## config.mk

```make
export PLATFORM = sky130hd
export DESIGN_NAME = vga_rx_capture
export DESIGN_NICKNAME = d
export VERILOG_FILES = /design/src/rtl/vga_timing_pkg.sv /design/src/rtl/vga_rx_sync_det.sv /design/src/rtl/vga_rx_capture.sv
export SDC_FILE = /design/constraint.sdc
export NUM_CORES = 1
export LEC_CHECK = 0
export ABC_AREA = 1
export BUFFER_PORTS_ARGS = -buffer_cell sky130_fd_sc_hd__buf_4
export CAP_MARGIN = 20
export CORE_MARGIN = 8
export CORE_UTILIZATION = 60
export CTS_CLUSTER_DIAMETER = 30
export DETAILED_ROUTE_END_ITERATION = 8
export GPL_TIMING_DRIVEN = 0
export MAX_ROUTING_LAYER = met4
export PLACE_DENSITY = 0.84
export SLEW_MARGIN = 20
export SYNTH_ARGS = -nofsm -noshare
export SYNTH_HDL_FRONTEND = slang
export SYNTH_SLANG_ARGS = --single-unit
export TNS_END_PERCENT = 50
```

## constraint.sdc

```tcl
create_clock -name clk -period 3.7 [get_ports clk]
set_clock_uncertainty 0.1 [all_clocks]
set_input_delay 0.37 -clock clk [delete_from_list [all_inputs] [get_ports clk]]
set_output_delay 0.37 -clock clk [all_outputs]
set_load 0.005 [all_outputs]
```

## src/rtl/vga_timing_pkg.sv

```systemverilog
// Timing constants, FSM state codes and helpers shared by the VGA capture receiver.
// Defaults describe 640x480@60 on an 800x525 raster.
package vga_timing_pkg;

    localparam int COORD_W      = 11;

    localparam int VGA_SHOW_X_B = 144;
    localparam int VGA_SHOW_X_E = 784;
    localparam int VGA_SHOW_Y_B = 35;
    localparam int VGA_SHOW_Y_E = 515;
    localparam int VGA_TIME_HYS = 800;
    localparam int VGA_TIME_VYS = 525;

    localparam logic [1:0] SEARCH  = 2'd0;
    localparam logic [1:0] MEASURE = 2'd1;
    localparam logic [1:0] LOCKED  = 2'd2;

    // Position counters stick at all-ones so a dead link never wraps back into range.
    function automatic logic [COORD_W-1:0] sat_inc(input logic [COORD_W-1:0] v);
        return (v == {COORD_W{1'b1}}) ? v : v + 1'b1;
    endfunction

endpackage

```

## src/rtl/vga_rx_sync_det.sv

```systemverilog
// Input register, sync edge detection, raster position counters and line/frame length checks.
// Every output is aligned with the registered pixel rgb_o (stage 1).
module vga_rx_sync_det
    import vga_timing_pkg::*;
#(
    parameter int TIME_HYS = VGA_TIME_HYS,
    parameter int TIME_VYS = VGA_TIME_VYS
) (
    input  logic               clk,
    input  logic               rst,
    input  logic               hys_i,
    input  logic               vys_i,
    input  logic [15:0]        rgb_i,
    output logic [15:0]        rgb_o,
    output logic [COORD_W-1:0] hcnt_o,
    output logic [COORD_W-1:0] vcnt_o,
    output logic               vrst_o,
    output logic               vfall_o,
    output logic               err_h_o,
    output logic               err_v_o
);

    localparam logic [COORD_W-1:0] H_LAST = COORD_W'(TIME_HYS - 1);
    localparam logic [COORD_W-1:0] V_LAST = COORD_W'(TIME_VYS - 1);

    logic               hys_q, vys_q;
    logic [15:0]        rgb_q;
    logic [COORD_W-1:0] hcnt_q, hcnt_d, vcnt_q, vcnt_d;
    logic               pend_q, pend_d;
    logic               hseen_q, vseen_q;
    logic               vrst_q, vfall_q, err_h_q, err_v_q;
    logic               hfall, vfall, vrst;

    assign hfall = hys_q & ~hys_i;
    assign vfall = vys_q & ~vys_i;
    // A vsync fall arriving together with an hsync fall starts the frame on that same line.
    assign vrst  = hfall & (pend_q | vfall);

    always_comb begin
        hcnt_d = hfall ? '0 : sat_inc(hcnt_q);
        vcnt_d = vcnt_q;
        if (hfall) begin
            vcnt_d = vrst ? '0 : sat_inc(vcnt_q);
        end
        pend_d = vrst ? 1'b0 : (pend_q | vfall);
    end

    always_ff @(posedge clk) begin
        if (rst) begin
            hys_q   <= 1'b0;
            vys_q   <= 1'b0;
            rgb_q   <= '0;
            hcnt_q  <= '0;
            vcnt_q  <= '0;
            pend_q  <= 1'b0;
            hseen_q <= 1'b0;
            vseen_q <= 1'b0;
            vrst_q  <= 1'b0;
            vfall_q <= 1'b0;
            err_h_q <= 1'b0;
            err_v_q <= 1'b0;
        end else begin
            hys_q   <= hys_i;
            vys_q   <= vys_i;
            rgb_q   <= rgb_i;
            hcnt_q  <= hcnt_d;
            vcnt_q  <= vcnt_d;
            pend_q  <= pend_d;
            hseen_q <= hseen_q | hfall;
            vseen_q <= vseen_q | vrst;
            vrst_q  <= vrst;
            vfall_q <= vfall;
            // The first line/frame after reset has no known start, so its length is not judged.
            err_h_q <= hfall & hseen_q & (hcnt_q != H_LAST);
            err_v_q <= vrst & vseen_q & (vcnt_q != V_LAST);
        end
    end

    assign rgb_o   = rgb_q;
    assign hcnt_o  = hcnt_q;
    assign vcnt_o  = vcnt_q;
    assign vrst_o  = vrst_q;
    assign vfall_o = vfall_q;
    assign err_h_o = err_h_q;
    assign err_v_o = err_v_q;

endmodule

```

## src/rtl/vga_rx_capture.sv

```systemverilog
// VGA receive capture: lock FSM, active-area decode and output stage on top of vga_rx_sync_det.
// Define VGA_RX_CHECKSUM_EN to add the per-frame pixel checksum output frame_sum.
module vga_rx_capture
    import vga_timing_pkg::*;
#(
    parameter int SHOW_X_B    = VGA_SHOW_X_B,
    parameter int SHOW_X_E    = VGA_SHOW_X_E,
    parameter int SHOW_Y_B    = VGA_SHOW_Y_B,
    parameter int SHOW_Y_E    = VGA_SHOW_Y_E,
    parameter int TIME_HYS    = VGA_TIME_HYS,
    parameter int TIME_VYS    = VGA_TIME_VYS,
    parameter int LOCK_FRAMES = 2
) (
    input  logic               clk,
    input  logic               rst,
    input  logic               vga_hys,
    input  logic               vga_vys,
    input  logic [15:0]        vga_rgb,
    output logic               pix_en,
    output logic [15:0]        pix_data,
    output logic [COORD_W-1:0] pix_x,
    output logic [COORD_W-1:0] pix_y,
    output logic               frame_start,
    output logic               frame_done,
    output logic               locked,
`ifdef VGA_RX_CHECKSUM_EN
    output logic [15:0]        frame_sum,
`endif
    output logic               err_h,
    output logic               err_v
);

    localparam logic [COORD_W-1:0] X_B    = COORD_W'(SHOW_X_B);
    localparam logic [COORD_W-1:0] X_E    = COORD_W'(SHOW_X_E);
    localparam logic [COORD_W-1:0] Y_B    = COORD_W'(SHOW_Y_B);
    localparam logic [COORD_W-1:0] Y_E    = COORD_W'(SHOW_Y_E);
    localparam logic [3:0]         LOCK_N = 4'(LOCK_FRAMES);

    logic [15:0]        rgb_s;
    logic [COORD_W-1:0] hcnt, vcnt;
    logic               vrst_s, vfall_s, err_h_s, err_v_s, any_err;

    vga_rx_sync_det #(
        .TIME_HYS (TIME_HYS),
        .TIME_VYS (TIME_VYS)
    ) u_sync_det (
        .clk     (clk),
        .rst     (rst),
        .hys_i   (vga_hys),
        .vys_i   (vga_vys),
        .rgb_i   (vga_rgb),
        .rgb_o   (rgb_s),
        .hcnt_o  (hcnt),
        .vcnt_o  (vcnt),
        .vrst_o  (vrst_s),
        .vfall_o (vfall_s),
        .err_h_o (err_h_s),
        .err_v_o (err_v_s)
    );

    assign any_err = err_h_s | err_v_s;

    logic [1:0] state_q, state_d;
    logic [3:0] good_q, good_d;
    logic       bad_q, bad_d;

    // A frame is clean only if no error hit it, including one coinciding with its end.
    always_comb begin
        state_d = state_q;
        good_d  = good_q;
        bad_d   = bad_q | any_err;
        case (state_q)
            SEARCH: begin
                if (vrst_s) begin
                    state_d = MEASURE;
                    good_d  = '0;
                    bad_d   = 1'b0;
                end
            end
            MEASURE: begin
                if (vrst_s) begin
                    bad_d = 1'b0;
                    if (bad_q | any_err) begin
                        good_d = '0;
                    end else begin
                        good_d = good_q + 4'd1;
                        if (good_d == LOCK_N) begin
                            state_d = LOCKED;
                        end
                    end
                end else if (any_err) begin
                    good_d = '0;
                end
            end
            LOCKED: begin
                if (any_err) begin
                    state_d = SEARCH;
                end
            end
            default: state_d = SEARCH;
        endcase
    end

    logic active, frame_done_d;
    logic pix_en_q, frame_start_q, frame_done_q;
    logic [15:0]        pix_data_q;
    logic [COORD_W-1:0] pix_x_q, pix_y_q;

    assign active = (hcnt >= X_B) && (hcnt < X_E) && (vcnt >= Y_B) && (vcnt < Y_E)
                  && (state_q == LOCKED);
    assign frame_done_d = vfall_s && (state_q == LOCKED) && !any_err;

    always_ff @(posedge clk) begin
        if (rst) begin
            state_q       <= SEARCH;
            good_q        <= '0;
            bad_q         <= 1'b0;
            pix_en_q      <= 1'b0;
            pix_data_q    <= '0;
            pix_x_q       <= '0;
            pix_y_q       <= '0;
            frame_start_q <= 1'b0;
            frame_done_q  <= 1'b0;
        end else begin
            state_q       <= state_d;
            good_q        <= good_d;
            bad_q         <= bad_d;
            pix_en_q      <= active;
            pix_data_q    <= active ? rgb_s : '0;
            pix_x_q       <= active ? hcnt - X_B : '0;
            pix_y_q       <= active ? vcnt - Y_B : '0;
            frame_start_q <= active && (hcnt == X_B) && (vcnt == Y_B);
            frame_done_q  <= frame_done_d;
        end
    end

`ifdef VGA_RX_CHECKSUM_EN
    logic [15:0] acc_q, sum_q;

    // Loading the first pixel on frame_start doubles as the per-frame clear.
    always_ff @(posedge clk) begin
        if (rst) begin
            acc_q <= '0;
            sum_q <= '0;
        end else begin
            if (frame_start_q) begin
                acc_q <= pix_data_q;
            end else if (pix_en_q) begin
                acc_q <= acc_q + pix_data_q;
            end
            if (frame_done_d) begin
                sum_q <= acc_q;
            end
        end
    end

    assign frame_sum = sum_q;
`endif

    assign pix_en      = pix_en_q;
    assign pix_data    = pix_data_q;
    assign pix_x       = pix_x_q;
    assign pix_y       = pix_y_q;
    assign frame_start = frame_start_q;
    assign frame_done  = frame_done_q;
    assign locked      = (state_q == LOCKED);
    assign err_h       = err_h_s;
    assign err_v       = err_v_s;

endmodule

```

==> results.toml, run 1 <==
[pwr]
leakagePower_nw = 2.328
internal_power_mw = 1.329
p_sw_uw = 454.3
cellPowerDensity_nw_per_um2 = 374.4
power_frac_clock = 0.375
swShare = 0.2548
sequentialPowerShare = 0.586
ir_worst_vdd_v = 0.0002716
total_power_mw = 1.783
p_comb_frac = 0.039

[sta]
clock.fmax_mhz = 547.6
final_max_slew_viol_count = 0
finalCritPeriodShare = 0.4936
fin_ws_ns = 1.874
rsz0062_at_grt = "false"
finalSetupViolCount = 0
fin_crit_ns = 1.826
tightest_slew_ns = 0.5616
hold_viol_final = 0
relSlewSlack = 0.6256
setup_tns_ns = 0

[grt]
grt_pass1_wl_um = 14840
grt_usage = 0.1957
grt_max_degree = 20
antenna_found_initial = 0
gr-total-overflow = 0
grt_pass1_vias = 3201

[synthesis]
synth_cell_type_count = 35
yosys.area_share.simple = 0.3064
synth_cells = 514
avgSynthCellArea_um2 = 7.794
synth_top_family_by_area = "simple AND/OR/NAND/NOR gates"
synthAdderAreaFrac = 0.02498
yosysWarnings = 0
syn_nets = 542
synth_seq_area_share = 0.4747
yosys.area_share.xor_xnor = 0.03061
syn_area_um2 = 4006
ys_seq_elements = 95
synth-compound-area-share = 0.04997
muxShareOfSynthArea = 0

[final_layout]
drive_gt1_frac = 0.2449
fin_area_um2 = 4762
regArea_um2 = 1902
nNetsFinal = 615
diodes = 0
fill_cells = 506
syn2layout_area_growth_pct = 18.86
multiInputGateArea_um2 = 1650
fin_util = 0.7415

[clock_network]
cts_buffers = 9
worstSkewPairLatency_ns = 0.37
htree_levels = 3
cts_tree = "built"
worst_setup_hold_path_clk_slew_ns = 0.10
cts_hold_buf = 0
cts_setup_buffers = 0
cts.sinks = 95
cts-root-buf = "clkbuf_8"
cts_resized = 0
cts.path.max_buffers = 2

[floorplanning]
die_x_um = 97.72
io_pins = 64
rows = 29
core_area_um2 = 6422
die_y_um = 97.72
initial_core_util = 0.6238
die-area_um2 = 9548

[drt]
wl_per_cell_um = 12.96
drtIter0Drc = 227
drt_wl_total_um = 8669
vias = 3308
ant_nets = 0
drc = 0
vias_per_cell = 4.945
first_pass_iters = 4

[placed_design]
placed_cell_area_um2 = 4568
dp_slack_ns = 1.933
hpwl_um = 6684
io_buffers = 62
gp_congestion = 0.9334

[critical_path]
worst-path-max-fanout = 10
worstPathRequired_ns = 3.90
end_kind = "register"
critPathLaunchType = "register"
crit_type = "reg -> reg"
arrival_ns = 2.03

[status]
outcome = "completed"

[flow_run]
maxCapViolCount = 0

[worst_hold_path]
hold_path.class = "in -> reg"
[layout make-up]
class	instances	area share
sequential	95	0.3994
multi-input combinational	313	0.3466
timing repair buffer	62	0.09774
inverter	92	0.07252
clock buffer	9	0.02601
buffer	14	0.02286
tap	77	0.02023
clock inverter	7	0.01471
[synthesized netlist by cell type (all sizes together)]
cell type	count	area share
nor2	108	0.13
dfxtp	95	0.47
inv	92	0.086
nand2	85	0.083
nand3	33	0.044
a21oi	18	0.022
nand4	14	0.022
buf	11	0.024
nor3	11	0.018
xor2	11	0.024
o21ai	10	0.014
ha	8	0.025
a31oi	3	0.0047
clkbuf	3	0.0028
xnor2	3	0.0066
nand3b	2	0.0037
a41oi	1	0.0022
nand2b	1	0.0016
nor2b	1	0.0016
nor4	1	0.0016
o211a	1	0.0025
o21bai	1	0.0019
o31ai	1	0.0019
[state kept, by name, summed over array words and instances (netlist names), 2 cells and up]
name	cells
pix_y	11
u_sync_det.hcnt_o	11
good_q	4
pix_x	11
pix_data	16
u_sync_det.vcnt_o	11
state_q	2
u_sync_det.rgb_o	16
[layer usage]
layer / routed length (µm) / share of wire / global-route usage / vias up
met4: 86 / 0.0099 / 0.06835 / 0
met3: 537 / 0.062 / 0.04441 / 10
li1: - / - / - / 1724
met2: 4398 / 0.51 / 0.3321 / 74
met1: 3647 / 0.42 / 0.2208 / 1500
met5: 0 / 0 / - / -
[final timing paths]
kind | start | endpoint | slack, ns | cells past startpoint
max reg2reg | u_sync_det.vcnt_o[0]$_SDFFE_PP0P_ | frame_start$_SDFF_PP0_ | 1.87 | 8
max | u_sync_det.vcnt_o[0]$_SDFFE_PP0P_ | frame_start$_SDFF_PP0_ | 1.87 | 8
min reg2reg | u_sync_det.vfall_o$_SDFF_PP0_ | frame_done$_SDFF_PP0_ | 0.32 | 2
min | vga_vys | u_sync_det.vfall_o$_SDFF_PP0_ | 0.08 | 2
[cell usage in the layout (no fill, tap or decap), types with 3 or more instances in the layout]
| cell | instances |
|---|---|
| nand3_1 | 31 |
| buf_6 | 7 |
| xnor2_1 | 3 |
| inv_6 | 3 |
| xor2_1 | 11 |
| clkbuf_1 | 3 |
| nor3_1 | 9 |
| clkbuf_8 | 9 |
| nor2_1 | 64 |
| a31oi_1 | 3 |
| buf_4 | 62 |
| nand4_1 | 14 |
| inv_1 | 89 |
| dfxtp_1 | 95 |
| a21oi_1 | 18 |
| inv_2 | 3 |
| nand2_2 | 3 |
| nand2_1 | 81 |
| nor2_2 | 42 |
| buf_2 | 3 |
| o21ai_0 | 7 |
| ha_1 | 8 |
[worst max-delay path: stages (launching register included)]
cell and delay [ns]:
dfxtp_1 0.44, ha_1 0.31, inv_1 0.09, nor3_1 0.14, nand3_1 0.11, nand3_1 0.12
nand3_2 0.16, buf_6 0.20, nor2_4 0.09
[power groups by stage]
stage / clock network [mW] / registers [mW] / logic, mW
floorplan: 0 / 1.07 / 0.0425
global route: 0.721 / 1.05 / 0.0793
global placement: 0 / 1.07 / 0.0680
detailed placement: 0 / 1.07 / 0.0700
finish: 0.669 / 1.04 / 0.0696
CTS: 0.679 / 1.04 / 0.0704
[per-stage QoR]
step	hold WS, ns	std cells
finish	0.08472	669
global placement	0.3029	653
global route	0.08248	669
detailed placement	0.3119	653
floorplan	0.2936	514
CTS	0.07870	669
[logic make-up (layout without fill, tap and decap cells)]
| logic type | count (synthesis) | after routing |
|---|---|---|
| simple gates | 256 | 256 |
| buf+inv | 106 | 184 |
| flops | 95 | 95 |
| compound gates | 35 | 35 |
| xor+xnor | 14 | 14 |
| fa+ha+maj | 8 | 8 |
(Power assumes the default switching activity.)
==> run 2: changes to the inputs <==
--- a/config.mk
+++ b/config.mk
@@ -9,12 +9,12 @@
 export BUFFER_PORTS_ARGS = -buffer_cell sky130_fd_sc_hd__buf_4
 export CAP_MARGIN = 20
 export CORE_MARGIN = 8
-export CORE_UTILIZATION = 60
+export CORE_UTILIZATION = 56
 export CTS_CLUSTER_DIAMETER = 30
 export DETAILED_ROUTE_END_ITERATION = 8
 export GPL_TIMING_DRIVEN = 0
 export MAX_ROUTING_LAYER = met4
-export PLACE_DENSITY = 0.84
+export PLACE_DENSITY = 0.79
 export SLEW_MARGIN = 20
 export SYNTH_ARGS = -nofsm -noshare
 export SYNTH_HDL_FRONTEND = slang
==> constraint.sdc (replaced) <==
create_clock -name clk -period 1.9 [get_ports clk]
set_clock_uncertainty 0.1 [all_clocks]
set_input_delay 0.19 -clock clk [delete_from_list [all_inputs] [get_ports clk]]
set_output_delay 0.19 -clock clk [all_outputs]
set_load 0.005 [all_outputs]
==> run 2 against run 1 <==
Against the previous run:
- highest routed layer unchanged
- utilization shrank 4.0 points
- flip-flop and latch count is the same
- global-route usage is essentially flat
==> results.toml, run 2 (synthesis gave the netlist of run 1 again) <==
[status]
outcome = "completed"

[clock_network]
cts_buffers = 9
worst_setup_hold_path_clk_slew_ns = 0.10
cts-root-buf = "clkbuf_8"
cts.path.max_buffers = 2
cts_tree = "built"
worstSkewPairLatency_ns = 0.36
htree_levels = 3
cts.sinks = 95

[critical_path]
critPathLaunchType = "register"
worstPathRequired_ns = 2.10
crit_type = "reg -> reg"
arrival_ns = 1.99
end_kind = "register"
worst-path-max-fanout = 10

[sta]
setup_tns_ns = 0
clock.fmax_mhz = 557.1
finalSetupViolCount = 0
rsz0062_at_grt = "false"
final_max_slew_viol_count = 0
hold_viol_final = 0
finalCritPeriodShare = 0.9448
fin_ws_ns = 0.1049
fin_hold_ws_ns = 0.1164
fin_crit_ns = 1.795
tightest_slew_ns = 0.5320
relSlewSlack = 0.6453

[drt]
dr_wl_met2_um = 4714
drt_wl_total_um = 9209
met3_length_um = 460
first_pass_iters = 4
wl_per_cell_um = 12.99
met1_length_um = 3871
drc = 0
vias_per_cell = 4.790
vias = 3396
drtIter0Drc = 108
highest_layer = "met4"
ant_nets = 0

[pwr]
ir_worst_vdd_v = 0.0004727
total_power_mw = 3.503
cellPowerDensity_nw_per_um2 = 703.0
leakagePower_nw = 2.402

[floorplanning]
core_area_um2 = 7098
rows = 31
die_y_um = 100.6
initial_core_util = 0.5644
die_x_um = 100.6
die-area_um2 = 10120
io_pins = 64

[final_layout]
syn2layout_area_growth_pct = 24.36
drive_gt1_frac = 0.2459
diodes = 0
fill_cells = 572
nNetsFinal = 633
fin_area_um2 = 4982
layout_common_cells = "93 x dfxtp_1, 89 x inv_1, 81 x nand2_1"
fin_util = 0.7019
multiInputGateArea_um2 = 1658
mostFrequentLayoutCell = "dfxtp_1"
fin_cells = 709
regArea_um2 = 1904

[grt]
grt_max_degree = 20
antenna_found_initial = 0
grt_pass1_wl_um = 15460
grt_usage = 0.1961
grt_pass1_vias = 3296
gr-total-overflow = 0

[flow_run]
maxCapViolCount = 0

[placed_design]
gp_congestion = 0.9294
placed_cell_area_um2 = 4596
hpwl_um = 6694
dp_slack_ns = 0.1002
dp.cells = 675
io_buffers = 62

[worst_hold_path]
hold_path.class = "in -> reg"
[run 2: cell count changes in the layout (fill, tap and decap cells not counted), moves of 2 or more]
cell | previous run | this run
nor2_2 | 42 | 44
dfxtp_1 | 95 | 93
dfxtp_2 | 0 | 2
nor2_1 | 64 | 62
dlygate4sd3_1 | 0 | 18
[run 2: worst paths after layout]
| check | start | to | slack, ns | depth (start not counted) |
|---|---|---|---|---|
| max | u_sync_det.vcnt_o[1]$_SDFFE_PP0P_ | pix_data[1]$_SDFF_PP0_ | 0.10 | 8 |
| min reg2reg | u_sync_det.vfall_o$_SDFF_PP0_ | frame_done$_SDFF_PP0_ | 0.31 | 2 |
| min | rst | u_sync_det.vrst_o$_SDFF_PP0_ | 0.12 | 2 |
| max reg2reg | u_sync_det.vcnt_o[1]$_SDFFE_PP0P_ | pix_data[1]$_SDFF_PP0_ | 0.10 | 8 |
[run 2: area by class of cell]
class,instances,share of cell area
clock buffers,9,0.02486
inverters,92,0.06931
flip-flops and latches,95,0.3822
multi-input cells,313,0.3327
clock inverters,7,0.01457
plain buffers,14,0.02185
repair buffers,80,0.1296
well taps,99,0.02486
[run 2: critical path: stages, from the launching register on]
cell	delay, ns
dfxtp_1	0.42
ha_2	0.27
inv_1	0.07
nor3_1	0.18
nand3_1	0.11
nand3_1	0.12
nand3_2	0.16
buf_6	0.21
nor2_2	0.10
[run 2: layer usage]
layer  vias to the layer above  track usage
met5                         -            -
li1                       1755            -
met2                        74       0.3449
met1                      1552       0.2122
met4                         0      0.06628
met3                        15      0.04489
[run 2: report_power, final]
part	total, mW	leakage (nW)	internal (mW)	switching [mW]
Clock	1.30	0.0970	0.517	0.779
Sequential	2.04	0.772	2.02	0.0147
Combinational	0.171	1.53	0.0790	0.0919
Total	3.50	2.40	2.62	0.886
[run 2: repair_timing]
item	4_1_cts	5_1_grt
endpoints found under the hold margin	19	0
setup endpoints to repair	0	41
setup buffers	0	0
hold buffers	18	0
resized for setup	0	5
